<file path="src/rtl/conv_pkg.sv">
// Shared types and constants for the conv engine memory-side blocks.
// The arbiter state encoding and requester identifiers live here so that both sides agree on them.
package conv_pkg;

    localparam int ADDR_W = 28;
    localparam int LEN_W  = 6;

    localparam logic OWN_RD = 1'b0;
    localparam logic OWN_WR = 1'b1;

    typedef enum logic [1:0] {
        ARB_IDLE,
        ARB_CMD,
        ARB_XFER
    } arb_state_t;

endpackage

</file>
<file path="src/rtl/conv_rr_pick.sv">
// Two-way round-robin pick between the read and write requesters.
// On a tie the side that did not win last time is chosen; otherwise the lone requester wins.
module conv_rr_pick
    import conv_pkg::*;
(
    input  logic rd_req,
    input  logic wr_req,
    input  logic last,
    output logic sel
);

    always_comb begin
        sel = OWN_RD;
        if (rd_req && wr_req) begin
            sel = ~last;
        end else if (wr_req) begin
            sel = OWN_WR;
        end
    end

endmodule

</file>
<file path="src/rtl/conv_mem_arb.sv">
// Round-robin, non-preemptive arbiter for the single external memory port.
// It is shared by the conv read engine and the conv write engine, and it routes beats to and from the burst owner.
module conv_mem_arb
    import conv_pkg::arb_state_t, conv_pkg::ARB_IDLE, conv_pkg::ARB_CMD, conv_pkg::ARB_XFER,
           conv_pkg::OWN_RD, conv_pkg::OWN_WR;
#(
    parameter int DATA_W = 32,
    parameter int ADDR_W = conv_pkg::ADDR_W,
    parameter int LEN_W  = conv_pkg::LEN_W
) (
    input  logic              clk,
    input  logic              rst,
    input  logic              rd_req,
    input  logic [ADDR_W-1:0] rd_addr,
    input  logic [LEN_W-1:0]  rd_len,
    output logic              rd_grant,
    output logic [DATA_W-1:0] rd_data,
    output logic              rd_valid,
    output logic              rd_done,
    input  logic              wr_req,
    input  logic [ADDR_W-1:0] wr_addr,
    input  logic [LEN_W-1:0]  wr_len,
    input  logic [DATA_W-1:0] wr_data,
    output logic              wr_grant,
    output logic              wr_beat,
    output logic              wr_done,
    output logic              mem_cmd_valid,
    input  logic              mem_cmd_ready,
    output logic              mem_cmd_we,
    output logic [ADDR_W-1:0] mem_cmd_addr,
    output logic [LEN_W-1:0]  mem_cmd_len,
    input  logic              mem_beat,
    input  logic [DATA_W-1:0] mem_rdata,
    output logic [DATA_W-1:0] mem_wdata
);

    arb_state_t       state;
    logic             owner;
    logic             last;
    logic             sel;
    logic [LEN_W-1:0] beat_cnt;
    logic [LEN_W-1:0] last_idx;
    logic             busy;
    logic             in_xfer;

    conv_rr_pick u_pick (
        .rd_req (rd_req),
        .wr_req (wr_req),
        .last   (last),
        .sel    (sel)
    );

    // A latched len of 0 wraps to all-ones, which makes the 2**LEN_W-beat burst fall out naturally.
    assign last_idx = mem_cmd_len - LEN_W'(1);
    assign busy     = (state != ARB_IDLE);
    assign in_xfer  = (state == ARB_XFER);

    always_ff @(posedge clk or posedge rst) begin
        if (rst) begin
            state         <= ARB_IDLE;
            owner         <= OWN_RD;
            last          <= OWN_WR;
            beat_cnt      <= '0;
            rd_grant      <= 1'b0;
            wr_grant      <= 1'b0;
            rd_done       <= 1'b0;
            wr_done       <= 1'b0;
            mem_cmd_valid <= 1'b0;
            mem_cmd_we    <= 1'b0;
            mem_cmd_addr  <= '0;
            mem_cmd_len   <= '0;
        end else begin
            rd_grant <= 1'b0;
            wr_grant <= 1'b0;
            rd_done  <= 1'b0;
            wr_done  <= 1'b0;
            case (state)
                ARB_IDLE: begin
                    if (rd_req || wr_req) begin
                        owner         <= sel;
                        last          <= sel;
                        mem_cmd_we    <= (sel == OWN_WR);
                        mem_cmd_addr  <= (sel == OWN_WR) ? wr_addr : rd_addr;
                        mem_cmd_len   <= (sel == OWN_WR) ? wr_len : rd_len;
                        rd_grant      <= (sel == OWN_RD);
                        wr_grant      <= (sel == OWN_WR);
                        mem_cmd_valid <= 1'b1;
                        state         <= ARB_CMD;
                    end
                end
                ARB_CMD: begin
                    if (mem_cmd_ready) begin
                        mem_cmd_valid <= 1'b0;
                        beat_cnt      <= '0;
                        state         <= ARB_XFER;
                    end
                end
                ARB_XFER: begin
                    if (mem_beat) begin
                        beat_cnt <= beat_cnt + LEN_W'(1);
                        if (beat_cnt == last_idx) begin
                            rd_done <= (owner == OWN_RD);
                            wr_done <= (owner == OWN_WR);
                            state   <= ARB_IDLE;
                        end
                    end
                end
                default: state <= ARB_IDLE;
            endcase
        end
    end

    // Beat routing is combinational so the owner sees its strobe in the same cycle as mem_beat.
    assign rd_valid  = in_xfer && (owner == OWN_RD) && mem_beat;
    assign wr_beat   = in_xfer && (owner == OWN_WR) && mem_beat;
    assign rd_data   = (busy && owner == OWN_RD) ? mem_rdata : '0;
    assign mem_wdata = (busy && owner == OWN_WR) ? wr_data : '0;

endmodule

</file>
<file path="config.mk">
export PLATFORM = sky130hd
export DESIGN_NAME = conv_mem_arb
export DESIGN_NICKNAME = d
export VERILOG_FILES = /design/src/rtl/conv_pkg.sv /design/src/rtl/conv_rr_pick.sv /design/src/rtl/conv_mem_arb.sv
export SDC_FILE = /design/constraint.sdc
export NUM_CORES = 1
export LEC_CHECK = 0
export ABC_AREA = 1
export BUFFER_PORTS_ARGS = -buffer_cell sky130_fd_sc_hd__buf_4
export CORE_ASPECT_RATIO = 1.5
export CORE_UTILIZATION = 24
export DETAILED_ROUTE_END_ITERATION = 12
export GPL_ROUTABILITY_DRIVEN = 1
export HOLD_SLACK_MARGIN = 0.03
export SETUP_SLACK_MARGIN = 0.02
export SYNTH_ARGS = -nofsm -noshare
export SYNTH_HDL_FRONTEND = slang
export SYNTH_HIERARCHICAL = 1
export SYNTH_SLANG_ARGS = --single-unit
</file>
<file path="constraint.sdc">
create_clock -name clk -period 3.06 [get_ports clk]
set_clock_uncertainty 0.05 [all_clocks]
set_input_delay 0.153 -clock clk [delete_from_list [all_inputs] [get_ports clk]]
set_output_delay 0.153 -clock clk [all_outputs]
set_load 0.1 [all_outputs]
</file>
; ---- After elaboration in Yosys (flattened, before gate mapping)
; Index checks and enable logic that the tools add are counted.
[totals]
inputBits = 138
latch_bits = 0
romBits = 0
output_inout_bits = 106
elab_cells = 66
reg_bits = 49
mem_bits_rw = 0
memories = 0
[op_classes]
n_reduce_logical = 16
n_mul = 0
bitwise = 3
div_mod_pow = 0
order_cmp = 0
n_addsub = 2
mux = 27
n_shift = 0
n_eq_ne = 7
[op_table]
columns = cell, n
row1 = 32-bit 2-to-1 mux, 2
row2 = 28-bit 2-to-1 mux, 1
row3 = 6-bit 2-to-1 mux, 3
row4 = 1-bit 2-to-1 mux, 14
row5 = 6-bit one-hot mux with 2 select lines, 1
row6 = 2-bit 2-to-1 mux, 4
row7 = 1-bit logical AND, 7
row8 = "6-bit by 1-bit adder with 6-bit output, second input constant", 1
row9 = 6-bit == test, 1
row10 = "2-bit != test, second input constant", 3
row11 = 2-bit one-hot mux with 3 select lines, 1
row12 = 3-bit AND reduction, 2
row13 = 2-bit nonzero test, 3
row14 = "6-bit by 1-bit subtractor with 6-bit output, second input constant", 1
row15 = 4-bit AND reduction, 1
row16 = 1-bit inverter, 3
row17 = "2-bit by 1-bit == test with 1-bit output, second input constant", 1
row18 = "2-bit == test, second input constant", 1
row19 = 2-bit zero test, 1
row20 = "2-bit by 1-bit != test with 1-bit output, second input constant", 1
row21 = 1-bit one-hot mux with 2 select lines, 1
row22 = 2-bit AND reduction, 1
row23 = 1-bit logical OR, 1

; ---- Logic depth before layout (Yosys ltp)
; Gate-level depths: netlist (run 1).
[logic_depth]
word_depth = 5
mapped_depth = 10
depth_no_buf = 10

; ---- By module
; The synthesis (run 1) kept the hierarchy.
[modules_own_cells]
columns = mod, area_each_um2, n_inst, cells_per_inst, seq_area_each_um2
row1 = conv_mem_arb, 2864.0, 1, 430, 1227.4
row2 = conv_rr_pick, 12.5, 1, 2, 0.0

; ---- Least setup slack after synthesis (run 1)
; No wires, ideal clock.
[synth_path]
kind = reg2out
start = register owner
end = output port mem_wdata[10]
n_path_buf = 1
arrival_ns = 2.680
path_slack_ns = 0.177
required_ns = 2.857
stages_incl_launch_ff = 4
path_cell_list = dfrtp_1 -> nand2_1 -> clkbuf_1 -> nor2_1
[synth_via]
elab_chain_cells = 2
[synth_lines]
columns = item, line
row1 = "start, declared", conv_mem_arb.sv:38  ; logic owner;
row2 = "start signal, assigned", conv_mem_arb.sv:80  ; owner <= sel;
row3 = 1-bit logical AND, conv_mem_arb.sv:117  ; assign mem_wdata = (busy && owner == OWN_WR) ? wr_data : '0;
row4 = 32-bit 2-to-1 mux, conv_mem_arb.sv:117
row5 = "end, declared", conv_mem_arb.sv:34  ; output logic [DATA_W-1:0] mem_wdata
; Every way passes these cells.

; ---- Final worst setup path (run 1)
[layout_path]
start = register state[0]
end = output port rd_data[28]
[layout_via]
elab_chain_cells = 3
[layout_lines]
columns = item, line
row1 = "start, declared", conv_mem_arb.sv:37  ; arb_state_t state;
row2 = "start signal, assigned", conv_mem_arb.sv:60  ; state <= ARB_IDLE;
row3 = "start signal, assigned", conv_mem_arb.sv:88  ; state <= ARB_CMD;
row4 = "start signal, assigned", conv_mem_arb.sv:95  ; state <= ARB_XFER;
row5 = 2-bit nonzero test, conv_mem_arb.sv:55  ; assign busy = (state != ARB_IDLE);
row6 = 1-bit logical AND, conv_mem_arb.sv:116  ; assign rd_data = (busy && owner == OWN_RD) ? mem_rdata : '0;
row7 = 32-bit 2-to-1 mux, conv_mem_arb.sv:116
row8 = "end, declared", conv_mem_arb.sv:17  ; output logic [DATA_W-1:0] rd_data,
; Every way passes these cells.

==> impl_results.rst, run 1 <==
.. list-table::
   :header-rows: 1

   * - Metric
     - Value
   * - Port bufs
     - 243
   * - FFs w/ async S/R, synth
     - 1.000
   * - Insertion delay of the later-clocked pin in the worst-skew pair
     - 0.29 ns
   * - Tmin final
     - 2.242 ns
   * - Outcome
     - complete, no violations
   * - Total of flip-flops plus latches after synthesis
     - 49
   * - Row count
     - 48
   * - Post-cts hold buffer count
     - 59
   * - Maximum clock rate
     - 446.0 MHz
   * - Pin count of the biggest net entering global routing
     - 50
   * - Endpoint class of the critical path
     - output pin
   * - Mean instance size in the synthesized netlist
     - 6.659 sq um
   * - Slowest stage cell, crit path
     - sky130_fd_sc_hd__nand2_1
   * - Drt initial violations
     - 115
   * - Worst slew margin relative to its limit
     - 0.3135
   * - Overall die width
     - 91.39 um
   * - Vias in the first global route
     - 3395
   * - Ys flop type
     - sky130_fd_sc_hd__dfrtp_1
   * - Count of vias placed by the detailed router
     - 3627
   * - Sum of routed wire length over all layers
     - 10.45 mm
   * - Setup Total Neg Slack
     - 0 ns
   * - Synth Warn #
     - 6
   * - Max FO, Critical Path
     - 32
   * - Initial antenna violation count
     - 0
   * - H-tree depth
     - 2
   * - Clk buf depth
     - 2
   * - Global routing usage summed across all routing layers
     - 0.1598
   * - First-pass GRT wire length
     - 15.97 mm
   * - Clk sink count
     - 49
   * - Number of routed nets with antenna violations
     - 0
   * - Quantity of gates resized following cts
     - 0
   * - Largest stage delay on the critical path
     - 0.56 ns
   * - Summed instance area of the synthesized netlist
     - 2877 sq um
   * - Detail-routed net length per standard cell
     - 11.91 um
   * - Most used cells in the layout excluding fill and tap cells
     - 244 x sky130_fd_sc_hd__buf_4, 123 x sky130_fd_sc_hd__nand2_1, 83 x sky130_fd_sc_hd__inv_1
   * - Family with the most delay on the worst path
     - simple AND/OR/NAND/NOR gates
   * - Vias/cell
     - 4.136
   * - Mapped Cells
     - 432
   * - MaxCap Viol Count
     - 0
   * - Die Footprint
     - 12440 sq um
   * - Number of primary I/O pins
     - 244
   * - Sequential fraction of the synthesis area
     - 0.4267
   * - Footprint of the flip-flops and latches
     - 1227 sq um
   * - Setup Crit Path Kind
     - flop to output pin
   * - Final-layout fill cell count
     - 1126
   * - Core region area
     - 11590 sq um
   * - Dpl hpwl
     - 7.872 mm
   * - Worst Path Arrival
     - 2.04 ns
   * - Total iterations of the first detailed-routing run
     - 4
   * - RSZ-0062 raised after global routing
     - false
   * - Area Growth Syn to Fin
     - 93.30%
   * - Slew at the pin closest to its max-slew limit
     - 1.028 ns
   * - Critical-path cell list
     - inv_2 > nand2_2 > nand2_1 > nor2_1 > buf_4
   * - Setup Viol. Count Final
     - 0
   * - Layout net count
     - 866
   * - Commonest non-fill, non-tap cell in the layout
     - sky130_fd_sc_hd__buf_4
   * - Synth unique cells
     - 26
   * - Max-slew violation count
     - 0
   * - Sort of element at the start of the critical path
     - flop
   * - Setup repair bufs after CTS
     - 0
   * - Clock tree root driver cell
     - sky130_fd_sc_hd__clkbuf_16
   * - Clock transition at the registers of the reported paths
     - 0.07 ns
   * - Weighted congestion at the end of routability-driven global placement
     - 0.7709
   * - Required time reported for the critical path endpoint
     - 2.86 ns
   * - Initial core utilization
     - 0.2482
   * - Crit path buffers/inverters
     - 2
   * - Hold/Removal Path Class
     - input pin to flop
   * - Crit share post-route
     - 0.7327
   * - Synthesized netlist net count
     - 572
   * - Number of enable-type register cells in the synthesized netlist
     - 0
   * - Multi-input combinational cell area
     - 1211 sq um
   * - Number of buffers created by CTS
     - 5
   * - Residual DRC count
     - 0
   * - Share of final-layout standard cells stronger than drive strength 1
     - 0.3783
   * - Diodes inserted
     - 0
   * - Final-report hold violation count
     - 0
   * - Die height
     - 136.1 um
   * - CTS tree
     - built
   * - Residual overflow from global routing
     - 0
-- routing by layer --
metal	part of all wire	vias to the layer above	track usage
met5	0	-	0
li1	-	1853	-
met3	0.064	5	0.03579
met2	0.56	142	0.3221
met4	0.0076	0	0.03439
met1	0.37	1627	0.1648
-- worst paths after layout --
check                            from  cells past startpoint                to  slack, ns
max                          state[0]                      5       rd_data[28]       0.82
min                        wr_addr[9]                      3   mem_cmd_addr[9]       0.04
max reg2reg                  state[0]                      9   mem_cmd_addr[1]       0.90
min reg2reg                  state[1]                      1          state[0]       0.41
max in group asynchronous         rst                      2           wr_done       2.25
min in group asynchronous         rst                      2  mem_cmd_addr[21]       0.07
-- per-stage QoR --
step	instances	instance area (sq um)	hold WS (ns)	setup WS [ns]	utilization
2_1_floorplan	432	2877	0.1893	0.1774	-
3_3_place_gp	810	4801	0.2956	1.174	0.4142
3_5_place_dp	810	4801	0.2876	1.136	0.4142
4_1_cts	877	5560	0.03069	0.8046	0.4797
5_1_grt	877	5560	0.04098	0.5773	0.4797
6_report	877	5560	0.03586	0.8180	0.4797
-- worst min-delay path: stages --
cell	delay, ns
sky130_fd_sc_hd__buf_4	0.07
sky130_fd_sc_hd__nand2_1	0.04
sky130_fd_sc_hd__nand3_1	0.07
-- cells in the mapped netlist, types with 2 or more instances --
master | instances | share of area
sky130_fd_sc_hd__a21oi_1 | 3 | 0.0052
sky130_fd_sc_hd__ha_1 | 2 | 0.0087
sky130_fd_sc_hd__xnor2_1 | 2 | 0.0061
sky130_fd_sc_hd__o21ai_0 | 7 | 0.012
sky130_fd_sc_hd__nand2_1 | 123 | 0.16
sky130_fd_sc_hd__nor2_1 | 75 | 0.098
sky130_fd_sc_hd__dfrtp_1 | 48 | 0.42
sky130_fd_sc_hd__inv_2 | 5 | 0.0065
sky130_fd_sc_hd__nand4_1 | 2 | 0.0043
sky130_fd_sc_hd__nand2_2 | 11 | 0.024
sky130_fd_sc_hd__buf_6 | 2 | 0.0078
sky130_fd_sc_hd__buf_2 | 7 | 0.012
sky130_fd_sc_hd__nand3_1 | 39 | 0.068
sky130_fd_sc_hd__clkbuf_1 | 6 | 0.0078
sky130_fd_sc_hd__inv_1 | 84 | 0.11
sky130_fd_sc_hd__a22oi_1 | 6 | 0.016
-- final cells by class --
type / instances / area share
sequential: 49 / 0.2207
clock buffer: 5 / 0.02250
clock inverter: 3 / 0.007876
multi-input combinational: 277 / 0.2178
timing repair buffer: 303 / 0.4356
inverter: 90 / 0.06166
tap: 150 / 0.03375
-- cells by family after synthesis --
kind of cell / synth area share
fa+ha+maj: 0.008698
xor+xnor: 0.006091
flops: 0.4267
simple gates: 0.3676
buf+inv: 0.1522
compound gates: 0.03871
-- sequential cells by signal (all words and copies together), names as in the netlist --
signal,flops
beat_cnt,6
wr_done,1
wr_grant,1
mem_cmd_valid,1
state,2
rd_grant,1
mem_cmd_len,6
last,1
owner,1
rd_done,1
mem_cmd_addr,28
Power of run 1 is not shown: default switching activity piles up to over one toggle a cycle in this logic, so the estimate is an artifact.
==> run 2, diff against run 1 <==
==> constraint.sdc (replaced) <==
create_clock -name clk -period 2.25 [get_ports clk]
set_clock_uncertainty 0.05 [all_clocks]
set_input_delay 0.1125 -clock clk [delete_from_list [all_inputs] [get_ports clk]]
set_output_delay 0.1125 -clock clk [all_outputs]
set_load 0.1 [all_outputs]
==> impl_results.rst, run 2 (synthesis gave the netlist of run 1 again) <==
.. list-table::
   :header-rows: 1

   * - Metric
     - Value
   * - Port bufs
     - 243 (unchanged)
   * - Global routing usage summed across all routing layers
     - 0.1770 (+0.01719)
   * - Share of final-layout standard cells stronger than drive strength 1
     - 0.4602 (+0.08192)
   * - First-pass GRT wire length
     - 17.62 mm (+10%)
   * - Total iterations of the first detailed-routing run
     - 4 (unchanged)
   * - Setup repair bufs after CTS
     - 0 (unchanged)
   * - Required time reported for the critical path endpoint
     - 2.42 ns (-0.44 ns)
   * - Flip-flop count of the largest register after layout
     - 28 (unchanged)
   * - Multi-input combinational cell area
     - 1391 sq um (+15%)
   * - Residual overflow from global routing
     - 0 (unchanged)
   * - Final-layout fill cell count
     - 1088 (-3.4%)
   * - Area Growth Syn to Fin
     - 105.2%
   * - Maximum clock rate
     - 473.0 MHz
   * - Setup Crit Path Kind
     - flop to flop
   * - Register with the most flip-flops
     - mem_cmd_addr
   * - CTS tree
     - built
   * - Dpl hpwl
     - 8.413 mm (+6.9%)
   * - Worst Path Arrival
     - 2.29 ns (+0.25 ns)
   * - Worst slew margin relative to its limit
     - 0.6749 (+0.3614)
   * - Crit share post-route
     - 0.9397
   * - Sum of routed wire length over all layers
     - 11.41 mm (+9.2%)
   * - Initial core utilization
     - 0.2482 (unchanged)
   * - Core region area
     - 11590 sq um (unchanged)
   * - Largest regs
     - mem_cmd_addr (28), beat_cnt (6), mem_cmd_len (6)
   * - Commonest non-fill, non-tap cell in the layout
     - sky130_fd_sc_hd__buf_4
   * - Detail-routed net length per standard cell
     - 12.80 um (+7.5%)
   * - MaxCap Viol Count
     - 0 (unchanged)
   * - Outcome
     - complete, no violations
   * - Sort of element at the start of the critical path
     - flop
   * - Pin count of the biggest net entering global routing
     - 50 (unchanged)
   * - Diodes inserted
     - 0 (unchanged)
   * - Number of buffers created by CTS
     - 5 (unchanged)
   * - Worst hold slack
     - 0.04616 ns (+0.01030 ns)
   * - Number of routed nets with antenna violations
     - 0 (unchanged)
   * - Slew at the pin closest to its max-slew limit
     - 0.4876 ns (-0.5407 ns)
   * - Insertion delay of the later-clocked pin in the worst-skew pair
     - 0.29 ns (about the same)
   * - Footprint of the flip-flops and latches
     - 1229 sq um (+0.10%)
   * - Worst reg2reg setup slack
     - 0.14 ns (-0.76 ns)
   * - Vias/cell
     - 4.257 (+2.9%)
   * - Clock tree root driver cell
     - sky130_fd_sc_hd__clkbuf_16
   * - Layout net count
     - 880 (+1.6%)
   * - Vias in the first global route
     - 3689 (+8.7%)
   * - RSZ-0062 raised after global routing
     - true
   * - Initial antenna violation count
     - 0 (unchanged)
   * - Die Footprint
     - 12440 sq um (unchanged)
   * - Max FO, Critical Path
     - 35 (+9.4%)
   * - Setup Viol. Count Final
     - 0 (unchanged)
   * - Clk buf depth
     - 2 (unchanged)
   * - H-tree depth
     - 2 (unchanged)
   * - Overall die width
     - 91.39 um (unchanged)
   * - Weighted congestion at the end of routability-driven global placement
     - 0.7434 (-3.6%)
   * - Die height
     - 136.1 um (unchanged)
   * - Tmin final
     - 2.114 ns
   * - Clock transition at the registers of the reported paths
     - 0.07 ns (about the same)
   * - Count of vias placed by the detailed router
     - 3793 (+4.6%)
   * - Row count
     - 48 (unchanged)
   * - Clk sink count
     - 49 (unchanged)
   * - Final-report hold violation count
     - 0 (unchanged)
   * - Endpoint class of the critical path
     - flop
   * - Number of primary I/O pins
     - 244 (unchanged)
   * - Most used cells in the layout excluding fill and tap cells
     - 245 x sky130_fd_sc_hd__buf_4, 122 x sky130_fd_sc_hd__nand2_1, 83 x sky130_fd_sc_hd__inv_1
   * - Residual DRC count
     - 0 (unchanged)
   * - Max-slew violation count
     - 0 (unchanged)
   * - Drt initial violations
     - 108 (-6.1%)
   * - Hold/Removal Path Class
     - input pin to flop
==> run 2: stage by stage <==
step           cell area [sq um]  utilization  cells  setup TNS [ns]  setup WS, ns
6_report                    5902       0.5092    891               0        0.1357
5_1_grt                     5902       0.5092    891               0       0.01257
4_1_cts                     5899       0.5090    891               0       0.07981
3_5_place_dp                5030       0.4339    813               0        0.6360
3_3_place_gp                5030       0.4339    813               0        0.6917
2_1_floorplan               3055            -    432         -0.5763      -0.07144
==> run 2: what timing repair did <==
action | 4_1_cts | 5_1_grt
hold buffers | 70 | 0
gates resized for setup | 0 | 2
endpoints found under the hold margin | 83 | 0
setup endpoints to repair | 0 | 34
==> run 2: metal layers <==
| layer | part of all wire | vias up | global-route usage | routed length (um) |
|---|---|---|---|---|
| li1 | - | 1881 | - | - |
| met1 | 0.40 | 1755 | 0.2110 | 4547 |
| met2 | 0.54 | 147 | 0.3233 | 6112 |
| met3 | 0.057 | 10 | 0.03468 | 649 |
| met4 | 0.0085 | 0 | 0.04409 | 97 |
| met5 | 0 | - | 0 | 0 |
==> run 2: worst paths after layout <==
path / depth (start not counted) / end / from
min: 4 / state[1] / mem_beat
max in group asynchronous: 4 / last / rst
min in group asynchronous: 4 / mem_cmd_addr[5] / rst
max: 9 / mem_cmd_addr[8] / state[1]
min reg2reg: 2 / last / last
max reg2reg: 9 / mem_cmd_addr[8] / state[1]
==> run 2: final cells by class <==
cell class | instances | area share
tap | 150 | 0.03180
sequential | 49 | 0.2082
clock buffer | 5 | 0.02120
timing repair buffer | 317 | 0.4371
multi-input combinational | 277 | 0.2357
inverter | 90 | 0.05851
clock inverter | 3 | 0.007420
==> run 2: critical path: stages (launching register included) <==
cell                            delay [ns]
sky130_fd_sc_hd__dfrtp_1              0.39
sky130_fd_sc_hd__inv_2                0.08
sky130_fd_sc_hd__nand2_2              0.09
sky130_fd_sc_hd__nor2_4               0.11
sky130_fd_sc_hd__inv_2                0.07
sky130_fd_sc_hd__or2_4                0.24
sky130_fd_sc_hd__clkinv_4             0.22
sky130_fd_sc_hd__nand2_1              0.11
sky130_fd_sc_hd__nand3_1              0.11
sky130_fd_sc_hd__dlygate4sd3_1        0.56
Power of run 2 is left out for the same reason.
